**src/rtl/led_serial_ctrl.sv**
```systemverilog
// Serial driver for the shift-register LED bank: shifts a WIDTH-bit pattern out on
// led_do/led_clk, then latches it and enables the outputs.
module led_serial_ctrl #(
  parameter int WIDTH     = 16,
  parameter int DIV       = 2,
  parameter bit MSB_FIRST = 1'b1,
  parameter bit INVERT    = 1'b1,
  parameter bit AUTO_LOAD = 1'b1
) (
  input  logic             clk,
  input  logic             reset,
  input  logic [WIDTH-1:0] data_in,
  input  logic             load,
  output logic             busy,
  output logic             done,
  output logic             led_do,
  output logic             led_clk,
  output logic             led_pen,
  output logic             led_clr
);

  localparam int DW = $clog2(DIV + 1);
  localparam int BW = $clog2(WIDTH);
  localparam logic [DW-1:0] DIV_LAST = DW'(DIV - 1);
  localparam logic [BW-1:0] BIT_LAST = BW'(WIDTH - 1);

  typedef enum logic [1:0] {
    IDLE     = 2'd0,
    SHIFT_LO = 2'd1,
    SHIFT_HI = 2'd2,
    LATCH    = 2'd3
  } state_t;

  state_t           state_r;
  state_t           state_s;
  logic [DW-1:0]    div_r;
  logic [DW-1:0]    div_s;
  logic [BW-1:0]    bit_r;
  logic [BW-1:0]    bit_s;
  logic [WIDTH-1:0] shift_r;
  logic [WIDTH-1:0] shift_s;
  logic [WIDTH-1:0] last_r;
  logic [WIDTH-1:0] last_s;
  logic             pending_r;
  logic             pending_s;
  logic             trigger_s;
  logic             phase_end_s;
  logic             start_s;
  logic             advance_s;

  logic             busy_r;
  logic             done_r;
  logic             led_do_r;
  logic             led_clk_r;
  logic             led_pen_r;
  logic             led_clr_r;

  // Bit presented first in the given shift-register image.
  function automatic logic head_bit(input logic [WIDTH-1:0] v);
    logic b;
    if (MSB_FIRST) begin
      b = v[WIDTH-1];
    end else begin
      b = v[0];
    end
    return b;
  endfunction

  function automatic logic [WIDTH-1:0] advance(input logic [WIDTH-1:0] v);
    logic [WIDTH-1:0] r;
    if (MSB_FIRST) begin
      r = {v[WIDTH-2:0], 1'b0};
    end else begin
      r = {1'b0, v[WIDTH-1:1]};
    end
    return r;
  endfunction

  // Frame request qualification and divider phase end for this cycle.
  always_comb begin
    trigger_s   = load | (AUTO_LOAD & (data_in != last_r));
    phase_end_s = (div_r == DIV_LAST);
  end

  // Next-state logic: each bit is DIV cycles low then DIV cycles high on led_clk.
  always_comb begin
    state_s   = state_r;
    div_s     = div_r;
    bit_s     = bit_r;
    start_s   = 1'b0;
    advance_s = 1'b0;
    case (state_r)
      IDLE: begin
        if (trigger_s) begin
          start_s = 1'b1;
          state_s = SHIFT_LO;
          div_s   = '0;
          bit_s   = '0;
        end else begin
          state_s = IDLE;
        end
      end
      SHIFT_LO: begin
        if (phase_end_s) begin
          state_s = SHIFT_HI;
          div_s   = '0;
        end else begin
          div_s = div_r + DW'(1);
        end
      end
      SHIFT_HI: begin
        if (phase_end_s) begin
          div_s = '0;
          if (bit_r == BIT_LAST) begin
            state_s = LATCH;
          end else begin
            state_s   = SHIFT_LO;
            bit_s     = bit_r + BW'(1);
            advance_s = 1'b1;
          end
        end else begin
          div_s = div_r + DW'(1);
        end
      end
      LATCH: begin
        if (phase_end_s) begin
          div_s = '0;
          bit_s = '0;
          // A request seen at any time during the frame restarts with no idle gap.
          if (pending_r | trigger_s) begin
            start_s = 1'b1;
            state_s = SHIFT_LO;
          end else begin
            state_s = IDLE;
          end
        end else begin
          div_s = div_r + DW'(1);
        end
      end
      default: begin
        state_s = IDLE;
        div_s   = '0;
        bit_s   = '0;
      end
    endcase
  end

  // Datapath next values: capture at frame start, shift at bit boundaries.
  always_comb begin
    shift_s   = start_s ? data_in : (advance_s ? advance(shift_r) : shift_r);
    last_s    = start_s ? data_in : last_r;
    pending_s = start_s ? 1'b0
              : ((state_r != IDLE) ? (pending_r | trigger_s) : pending_r);
  end

  // FSM, counters and frame datapath registers.
  always_ff @(posedge clk or posedge reset) begin
    if (reset) begin
      state_r   <= IDLE;
      div_r     <= '0;
      bit_r     <= '0;
      shift_r   <= '0;
      last_r    <= '0;
      pending_r <= 1'b0;
    end else begin
      state_r   <= state_s;
      div_r     <= div_s;
      bit_r     <= bit_s;
      shift_r   <= shift_s;
      last_r    <= last_s;
      pending_r <= pending_s;
    end
  end

  // Registered outputs, derived from the state being entered.
  always_ff @(posedge clk or posedge reset) begin
    if (reset) begin
      busy_r    <= 1'b0;
      done_r    <= 1'b0;
      led_do_r  <= 1'b0;
      led_clk_r <= 1'b0;
      led_pen_r <= 1'b0;
      led_clr_r <= 1'b0;
    end else begin
      busy_r    <= (state_s != IDLE);
      done_r    <= (state_s == LATCH) && (div_s == DIV_LAST);
      led_clk_r <= (state_s == SHIFT_HI);
      led_clr_r <= 1'b1;
      // Data only moves on entry to the low half, so it is stable across the rising edge.
      if (state_s == SHIFT_LO) begin
        led_do_r <= head_bit(shift_s) ^ INVERT;
      end else begin
        led_do_r <= led_do_r;
      end
      if ((state_r == LATCH) && phase_end_s) begin
        led_pen_r <= 1'b1;
      end else begin
        led_pen_r <= led_pen_r;
      end
    end
  end

  assign busy    = busy_r;
  assign done    = done_r;
  assign led_do  = led_do_r;
  assign led_clk = led_clk_r;
  assign led_pen = led_pen_r;
  assign led_clr = led_clr_r;

endmodule

```
**config.mk**
```make
export PLATFORM = sky130hd
export DESIGN_NAME = led_serial_ctrl
export DESIGN_NICKNAME = d
export VERILOG_FILES = /design/src/rtl/led_serial_ctrl.sv
export SDC_FILE = /design/constraint.sdc
export NUM_CORES = 1
export LEC_CHECK = 0
export ABC_CLOCK_PERIOD_IN_PS = 2600
export CORE_MARGIN = 8
export CORE_UTILIZATION = 56
export CTS_CLUSTER_DIAMETER = 200
export DETAILED_ROUTE_END_ITERATION = 6
export MAX_ROUTING_LAYER = met4
export PLACE_DENSITY = 0.79
export REMOVE_ABC_BUFFERS = 1
export SLEW_MARGIN = 5
export SYNTH_ARGS = -nofsm -noshare
export SYNTH_HDL_FRONTEND = slang
export SYNTH_SLANG_ARGS = --single-unit
```
**constraint.sdc**
```tcl
create_clock -name clk -period 2.6 [get_ports clk]
set_clock_uncertainty 0.15 [all_clocks]
set_input_delay 0.78 -clock clk [delete_from_list [all_inputs] [get_ports clk]]
set_output_delay 0.78 -clock clk [all_outputs]
set_load 0.01 [all_outputs]
```
==> metrics.md, run 1 <==
| Metric | Value |
|---|---|
| Die H | 81.1 um |
| Die width | 81.1 um |
| Drt first pass iters | 4 |
| CP arrival | 2.62 ns |
| Crit. End Element | flop |
| Initial Utilization | 58.9% |
| Final ANT Viol Nets | 0 |
| All-layer global routing usage | 16.3% |
| GPL Wtd Cong | 0.805 |
| Ranking of synthesized cells by area | dfrtp_1, mux2_4, xnor2_1 |
| Area leader, netlist | dfrtp_1 |
| I/O Pins | 25 |
| Hold Worst Slack | 0.311 ns |
| Critical path class | in -> reg |
| Max-cap violations | 0 |
| Final period utilization | 98.4% |
| Largest net degree at the start of global routing | 31 |
| Clock Sinks | 47 |
| Clock share of power | 33.0% |
| CORE AREA | 4030 sq um |
| Initial antenna violation count | 0 |
| Reg clk slew, reported paths | 0.08 ns |
| Async S/R FF share, synth | 100% |
| Initial DRC Count | 108 |
| First-pass GRT wire length | 8220 um |
| Startpoint types | input pin |
| Cell-internal power | 0.00103 W |
| Switching power | 0.000295 W |
| Clock Tree Buf Depth | 2 |
| CTS H-tree lvls | 2 |
| Layout fillers | 237 |
| Syn Std Cell Area | 2370 sq um |
| CTS tree | done |
| ANT cells | 0 |
| Clk_lat worst skew | 0.30 ns |
| Cells after synthesis | 220 |
| RSZ-0062 raised after global routing | no |
| Setup-failing EPs final | 0 |
| Clock period minus final worst setup slack | 2.56 ns |
| Reg2reg end | shift_r[8] |
| Worst reg-to-reg setup slack | 0.32 ns |
| Crit path max fanout | 5 |
| Pleak | 1.54 nW |
| Vias per cell | 5.72 |
| Synth warn | 0 |
| Via count | 1852 |
| Grt ovf | 0 |
| Post-DP HPWL | 3460 um |
| PD cells | 429 nW/um^2 |
| DIE AREA | 6580 sq um |
| Flop pwr share | 57.3% |
| Vias in the first global route | 1850 |
| Final slew viol count | 0 |
| Hold Path Sink | led_pen |
| # DRC | 0 |
| Worst hold stages | 1 |
| Peak VDD IR | 0.480 mV |
| Total Wirelength | 5350 um |
| Layout net count | 299 |
| Hold_buf cts | 0 |
| Area share of the largest cell type after synthesis | 49.5% |
| Post-synth EDFFs | 0 |
| Sequential cell area | 1180 sq um |
| Quantity of I/O buffers inserted on ports | 24 |
| Worst min-delay path class | reg -> reg |
| Worst-case reg-to-reg path depth | 8 |
| Setup TNS | 0 ns |
| Distinct cells, synth | 44 |
| P&R area growth vs syn | 30.5% |
| Share of cells above drive strength 1 | 25.5% |
| CTS buffer count | 5 |
| FF-to-FF Start | state_r[0] |
| Fmax achieved | 0.391 GHz |
| Primary FF master, synth | dfrtp_1 |
| FF+latch count, synth | 47 |
| Syn_area_per_cell | 10.8 sq um |
| WL per Instance | 16.5 um |
| Root Buffer | clkbuf_8 |
| Fin. Hold Viols | 0 |
| Switching share of power | 22.2% |
| WP data required | 2.66 ns |
| Fin cells | 324 |
| Area occupied by multi-input gates | 1120 sq um |
| Share of power burned in combinational logic | 9.7% |
| Hold Crit Start | led_pen |
| Seq/Total Area, Yosys | 49.5% |
| Outcome | finished, final reports clean |
| Final core occ | 76.9% |
| Placed cells | 310 |
| Row count | 23 |
## through the flow
stage                     cell area (sq um)  setup WS (ns)  total power, W
after floorplan                        2290         -0.144        0.000829
after global placement                 2820         -0.224        0.000898
after detailed placement               2820         -0.302        0.000901
after CTS                              2910         0.0317         0.00134
after global routing                   3100         0.0144         0.00138
final                                  3100         0.0407         0.00133
## worst max-delay path: stages
cell and delay [ns]:
clkdlybuf4s50_1 0.53, xor2_2 0.18, nor3_2 0.07, a311o_2 0.47, buf_8 0.17, buf_4 0.13, buf_4 0.13, a31oi_1 0.17
## cell type report
class                      instances  area share (%)
clock buffer                       6            2.66
inverter                           9            1.09
sequential                        47            37.9
multi-input combinational        154            36.2
timing repair buffer              57            19.9
clock inverter                     1           0.161
tap                               50            2.02
## Yosys cell counts, types with 2 or more instances
cell / instances
nand3_1: 7
a31oi_1: 14
a21o_1: 2
nand2_1: 32
a21oi_1: 4
a31oi_2: 2
a211o_1: 3
a22o_1: 2
mux2_2: 3
nor2_1: 21
ha_1: 6
nor3_2: 2
o21ai_0: 4
dfrtp_1: 47
buf_8: 2
mux2_4: 13
xnor2_1: 15
a221oi_1: 2
buf_6: 2
nand4_1: 3
inv_1: 8
clkbuf_1: 4
## layer usage
metal  share of wire (%)  global-route usage (%)
met5                   0                       -
met2                  50                    27.0
met1                  44                    19.1
met3                 4.5                    4.42
met4                 1.6                    4.64
## power by group through the flow
stage               registers (W)  logic (W)  clock network, W
floorplan                0.000772  0.0000574                 0
global placement         0.000773   0.000125                 0
detailed placement       0.000774   0.000127                 0
CTS                      0.000759   0.000128          0.000450
global route             0.000763   0.000140          0.000482
finish                   0.000761   0.000129          0.000438
## cells by family (layout without fill, tap and decap cells)
logic type	after synthesis	after routing	share of synthesized area, %
compound gates	41	41	12.8
other cells	1	1	0.158
mux	17	17	10.1
simple gates	73	73	13.6
flops	47	47	49.5
fa+ha+maj	6	6	3.16
xor+xnor	16	16	5.90
buf+inv	19	73	4.79
## placed cells by master, fill, tap and decap left out, types with 4 or more instances in the layout
master / count
ha_1: 6
dfrtp_1: 47
clkdlybuf4s50_1: 9
a21oi_1: 4
nand2_1: 32
buf_4: 25
clkbuf_8: 6
nor2_1: 21
nand3_1: 7
inv_1: 7
dlymetal6s2s_1: 15
mux2_4: 13
xnor2_1: 12
a31oi_1: 14
## registers in the layout, summed over array words and instances, names as in the netlist
| register | cells |
|---|---|
| done | 1 |
| state_r | 2 |
| div_r | 2 |
| bit_r | 4 |
| led_pen | 1 |
| led_do | 1 |
| pending_r | 1 |
| led_clr | 1 |
| busy | 1 |
| last_r | 16 |
| led_clk | 1 |
| shift_r | 16 |
## repair_timing
action / 4_1_cts / 5_1_grt
setup buffers: 0 / 4
pin swaps: 0 / 8
setup endpoints to repair: 1 / 21
resized for setup: 1 / 24
gates cloned: 0 / 3
## how the worst max path moves through the flow
stage | from | to | slack [ns] | depth (start not counted)
floorplan | data_in[12] | last_r[14] | -0.14 | 5
global placement | data_in[15] | last_r[1] | -0.22 | 7
detailed placement | data_in[15] | done | -0.30 | 8
CTS | data_in[2] | last_r[3] | 0.03 | 7
global route | data_in[9] | led_do | 0.01 | 7
finish | data_in[9] | shift_r[8] | 0.04 | 8
Power figures use the tool's default switching activity.
==> run 2: changes to the inputs <==
--- a/config.mk
+++ b/config.mk
@@ -12,7 +12,6 @@
 export DETAILED_ROUTE_END_ITERATION = 6
 export MAX_ROUTING_LAYER = met4
 export PLACE_DENSITY = 0.79
-export REMOVE_ABC_BUFFERS = 1
 export SLEW_MARGIN = 5
 export SYNTH_ARGS = -nofsm -noshare
 export SYNTH_HDL_FRONTEND = slang
==> metrics.md, run 2 (synthesis gave the netlist of run 1 again) <==
| Metric | Value |
|---|---|
| Pleak | 1.53 nW |
| CP arrival | 2.46 ns |
| CTS H-tree lvls | 2 |
| Clock Sinks | 47 |
| Final worst slack | 0.171 ns |
| Clock period minus final worst setup slack | 2.43 ns |
| Area occupied by multi-input gates | 1120 sq um |
| Flop pwr share | 58.1% |
| Drt first pass iters | 4 |
| Initial DRC Count | 54 |
| Setup-failing EPs final | 0 |
| P&R area growth vs syn | 30.1% |
| GPL Wtd Cong | 0.751 |
| Final slew viol count | 0 |
| Max-cap violations | 0 |
| Largest registers | last_r x16, shift_r x16, bit_r x4 |
| Crit-path leading delay family | compound AO/OA/AOI/OAI gates |
| Critical path class | in -> reg |
| Row count | 23 |
| Die H | 81.1 um |
| Setup TNS | 0 ns |
| Fmax achieved | 0.412 GHz |
| Post-DP HPWL | 3500 um |
| Switching share of power | 22.6% |
| Pre-CTS setup slack | -0.319 ns |
| Final core occ | 76.7% |
| Total Wirelength | 5370 um |
| Share of power burned in combinational logic | 9.9% |
| Most frequent cells in the layout | dfrtp_1, nand2_1, buf_4 |
| Buffers & Inverters on Critical Path | 3 |
| Commonest non-fill, non-tap cell in the layout | dfrtp_1 |
| Initial Utilization | 58.9% |
| Peak VDD IR | 0.282 mV |
| Hold Worst Slack | 0.310 ns |
| All-layer global routing usage | 16.4% |
| PD cells | 424 nW/um^2 |
| Total power | 0.00131 W |
| Fin. Hold Viols | 0 |
| Cell-internal power | 0.00101 W |
| Vias per cell | 5.62 |
| CTS buffer count | 5 |
| Layout fillers | 279 |
| Critical path's slowest cell | a311o_2 |
| Crit. End Element | flop |
| ANT cells | 0 |
| CTS tree | done |
| WL per Instance | 16.6 um |
| Clock share of power | 32.0% |
| Vias in the first global route | 1821 |
| CORE AREA | 4030 sq um |
| Via count | 1822 |
| RSZ-0062 raised after global routing | no |
| Reg clk slew, reported paths | 0.08 ns |
| I/O Pins | 25 |
| Crit path largest cell delay | 0.37 ns |
| Sequential cell area | 1180 sq um |
| Largest net degree at the start of global routing | 48 |
| Clock Tree Buf Depth | 2 |
| Die width | 81.1 um |
| Quantity of I/O buffers inserted on ports | 24 |
| Initial antenna violation count | 0 |
| First-pass GRT wire length | 8110 um |
| Layout net count | 298 |
| Final ANT Viol Nets | 0 |
| Startpoint types | input pin |
| WP data required | 2.64 ns |
| Crit path max fanout | 10 |
| Grt ovf | 0 |
| # DRC | 0 |
| Crit path cell chain | dlymetal6s2s_1 -> xnor2_1 -> nand4_1 -> nor3_2 -> a311o_2 -> buf_6 -> clkbuf_16 -> nor2_1 -> a31oi_1 |
| Root Buffer | clkbuf_8 |
| Outcome | finished, final reports clean |
| Share of cells above drive strength 1 | 24.5% |
| Final period utilization | 93.4% |
| Worst min-delay path class | reg -> reg |
| Clk_lat worst skew | 0.30 ns |
| Switching power | 0.000296 W |
| DIE AREA | 6580 sq um |
| Mapped Nets | 245 |
run 2: changes by cell type in the layout (fill, tap and decap cells not counted), sizes merged:
cell and change:
dlymetal6s2s +1, clkbuf +1, clkdlybuf4s50 -1, buf -1
run 2: power by group through the flow:
stage	clock (W)	sequential, W	combinational [W]
after floorplan	0	0.000772	0.0000575
after global placement	0	0.000773	0.000127
after detailed placement	0	0.000774	0.000130
after CTS	0.000436	0.000759	0.000131
after global routing	0.000456	0.000762	0.000143
final	0.000419	0.000761	0.000130
run 2: final timing paths:
| kind | from | to | slack (ns) | cells past startpoint |
|---|---|---|---|---|
| max in group asynchronous | reset | shift_r[5] | 1.39 | 3 |
| worst min-delay path | led_pen | led_pen | 0.31 | 1 |
| min in group asynchronous | reset | led_do | 0.68 | 3 |
| worst min register to register | led_pen | led_pen | 0.31 | 1 |
| worst max register to register | state_r[0] | shift_r[12] | 0.31 | 8 |
| worst max-delay path | data_in[12] | shift_r[12] | 0.17 | 9 |
run 2: area by class of cell:
| cell class | instances | share of cell area, % |
|---|---|---|
| Sequential cell | 47 | 38.1 |
| Multi-Input combinational cell | 154 | 36.2 |
| Timing Repair Buffer | 56 | 20.0 |
| Clock buffer | 7 | 2.47 |
| Tap cell | 50 | 2.03 |
| Inverter | 9 | 1.09 |
| Clock inverter | 1 | 0.162 |
run 2: what timing repair did:
action | in CTS | in global routing
resized for setup | 0 | 23
setup buffers | 0 | 1
hold buffers | 0 | 0
setup endpoints to repair | 0 | 28
run 2: per-stage QoR:
step / cells / cell area [sq um]
finish: 324 / 3090
global route: 324 / 3090
CTS: 320 / 2930
detailed placement: 312 / 2850
global placement: 312 / 2850
floorplan: 220 / 2370
run 2: worst register-to-register path: stages, from the launching register on:
cell and delay, ns:
dfrtp_1 0.42, inv_1 0.14, ha_1 0.29, a21oi_1 0.11
a311o_2 0.49, buf_6 0.16, clkbuf_16 0.15, nor2_1 0.15
a31oi_1 0.10
run 2: routing by layer:
metal | vias up | wire length, um | part of all wire, % | global-route usage [%]
met1 | 901 | 2350 | 44 | 19.2
met4 | 0 | 101 | 1.9 | 6.07
met2 | 41 | 2720 | 51 | 27.3
li1 | 866 | - | - | -
met3 | 14 | 201 | 3.7 | 3.31
met5 | - | 0 | 0 | -
==> run 3: changes to the inputs <==
--- a/config.mk
+++ b/config.mk
@@ -6,12 +6,14 @@
 export NUM_CORES = 1
 export LEC_CHECK = 0
 export ABC_CLOCK_PERIOD_IN_PS = 2600
+export CORE_ASPECT_RATIO = 1.4
 export CORE_MARGIN = 8
 export CORE_UTILIZATION = 56
 export CTS_CLUSTER_DIAMETER = 200
 export DETAILED_ROUTE_END_ITERATION = 6
 export MAX_ROUTING_LAYER = met4
 export PLACE_DENSITY = 0.79
+export SKIP_CTS_REPAIR_TIMING = 1
 export SLEW_MARGIN = 5
 export SYNTH_ARGS = -nofsm -noshare
 export SYNTH_HDL_FRONTEND = slang
==> metrics.md, run 3 (synthesis gave the netlist of run 1 again) <==
| Metric | Value |
|---|---|
| Via count | 1797 |
| Most frequent cells in the layout | dfrtp_1, nand2_1, buf_4 |
| Initial Utilization | 57.0% |
| Critical path origin | data_in[9] |
| Clock Tree Buf Depth | 2 |
| Pleak | 1.54 nW |
| Initial DRC Count | 106 |
| CP arrival | 2.53 ns |
| Final instance area | 3110 sq um |
| RSZ-0062 raised after global routing | no |
| Layout net count | 299 |
| Worst reg-to-reg setup slack | 0.32 ns |
| Outcome | finished, final reports clean |
| Clk_lat worst skew | 0.31 ns |
| First-pass GRT wire length | 8160 um |
| WP data required | 2.64 ns |
| Max-cap violations | 0 |
| Largest net degree at the start of global routing | 48 |
| Mapped Nets | 245 |
| Worst-case reg-to-reg path depth | 8 |
| Quantity of I/O buffers inserted on ports | 24 |
| P&R area growth vs syn | 31.1% |
| Hold Crit Start | led_pen |
| Reg2reg end | shift_r[8] |
| Placed Instance Area | 2850 sq um |
| Share of cells above drive strength 1 | 24.7% |
| Fmax achieved | 0.402 GHz |
| Worst hold stages | 1 |
| Vias per cell | 5.62 |
| Cell-internal power | 0.00121 W |
| Final ANT Viol Nets | 0 |
| CTS tree | done |
| Die width | 71.0 um |
| Final slew viol count | 0 |
| Peak VDD IR | 0.500 mV |
| Setup-failing EPs final | 0 |
| I/O Pins | 25 |
| Row count | 28 |
| Switching power | 0.000326 W |
| Flop pwr share | 49.6% |
| Critical path class | in -> reg |
| Drt first pass iters | 4 |
| Crit path max fanout | 10 |
| Post-DP HPWL | 3520 um |
| Fin. Hold Viols | 0 |
| PD cells | 492 nW/um^2 |
| Clock period minus final worst setup slack | 2.49 ns |
| Startpoint types | input pin |
| Share of power burned in combinational logic | 8.3% |
| Crit. End Element | flop |
| Initial antenna violation count | 0 |
| Layout fillers | 276 |
| Final period utilization | 95.7% |
| DIE AREA | 6610 sq um |
| Commonest non-fill, non-tap cell in the layout | dfrtp_1 |
| Reg clk slew, reported paths | 0.10 ns |
| All-layer global routing usage | 15.8% |
| CTS H-tree lvls | 2 |
| Largest registers | last_r x16, shift_r x16, bit_r x4 |
| Clock Sinks | 47 |
| GPL Wtd Cong | 0.813 |
| CORE AREA | 4170 sq um |
| ANT cells | 0 |
| Die H | 93.1 um |
| Total Wirelength | 5300 um |
| WL per Instance | 16.6 um |
| FF-to-FF Start | state_r[0] |
| Clock share of power | 42.1% |
| Vias in the first global route | 1822 |
| Worst min-delay path class | reg -> reg |
| Root Buffer | clkbuf_8 |
| Hold Path Sink | led_pen |
| CTS buffer count | 5 |
| Switching share of power | 21.2% |
| Grt ovf | 0 |
| # DRC | 0 |
| Final core occ | 74.7% |
run 3: critical path, stage by stage:
cell and delay, ns:
clkdlybuf4s50_1 0.50, xor2_1 0.19, nor3_2 0.08, a311o_2 0.43
buf_4 0.19, clkbuf_16 0.15, nor2_1 0.14, a31oi_1 0.06
run 3: worst max path at each step:
stage / to / slack (ns) / cells after the start
after floorplan: last_r[14] / 0.28 / 6
after global placement: last_r[1] / -0.22 / 7
final: shift_r[8] / 0.11 / 8
after detailed placement: last_r[13] / -0.26 / 7
after CTS: shift_r[4] / 0.04 / 9
after global routing: bit_r[2] / 0.02 / 8
run 3: power by group through the flow:
| stage | Sequential (W) | Combinational [W] | Clock (W) |
|---|---|---|---|
| 6_report | 0.000760 | 0.000127 | 0.000646 |
| 5_1_grt | 0.000762 | 0.000138 | 0.000672 |
| 4_1_cts | 0.000760 | 0.000131 | 0.000653 |
| 3_5_place_dp | 0.000774 | 0.000130 | 0 |
| 3_3_place_gp | 0.000773 | 0.000128 | 0 |
| 2_1_floorplan | 0.000772 | 0.0000575 | 0 |
run 3: area by class of cell:
cell class              instances  area, sq um  area share, %
clock buffers                   5         68.8           2.21
flip-flops and latches         47         1180           37.8
repair buffers                 57          616           19.8
inverters                       9         33.8           1.08
multi-input cells             154         1100           35.2
well taps                      45         56.3           1.81
clock inverters                 3         67.6           2.17
run 3: metal layers:
| layer | up-vias | global-route usage (%) | part of all wire [%] |
|---|---|---|---|
| met1 | 889 | 18.2 | 41 |
| met2 | 33 | 27.1 | 55 |
| met3 | 8 | 2.57 | 2.6 |
| li1 | 867 | - | - |
| met4 | 0 | 5.57 | 1.6 |
| met5 | - | - | 0 |
run 3: per-stage QoR:
step,cells,hold slack (ns),setup TNS (ns),power [W],setup WS [ns]
detailed placement,308,0.294,-6.98,0.000904,-0.263
global route,320,0.358,0,0.00157,0.0210
CTS,316,0.316,0,0.00154,0.0404
finish,320,0.314,0,0.00153,0.113
global placement,308,0.288,-6.09,0.000901,-0.222
floorplan,220,0.287,0,0.000829,0.282
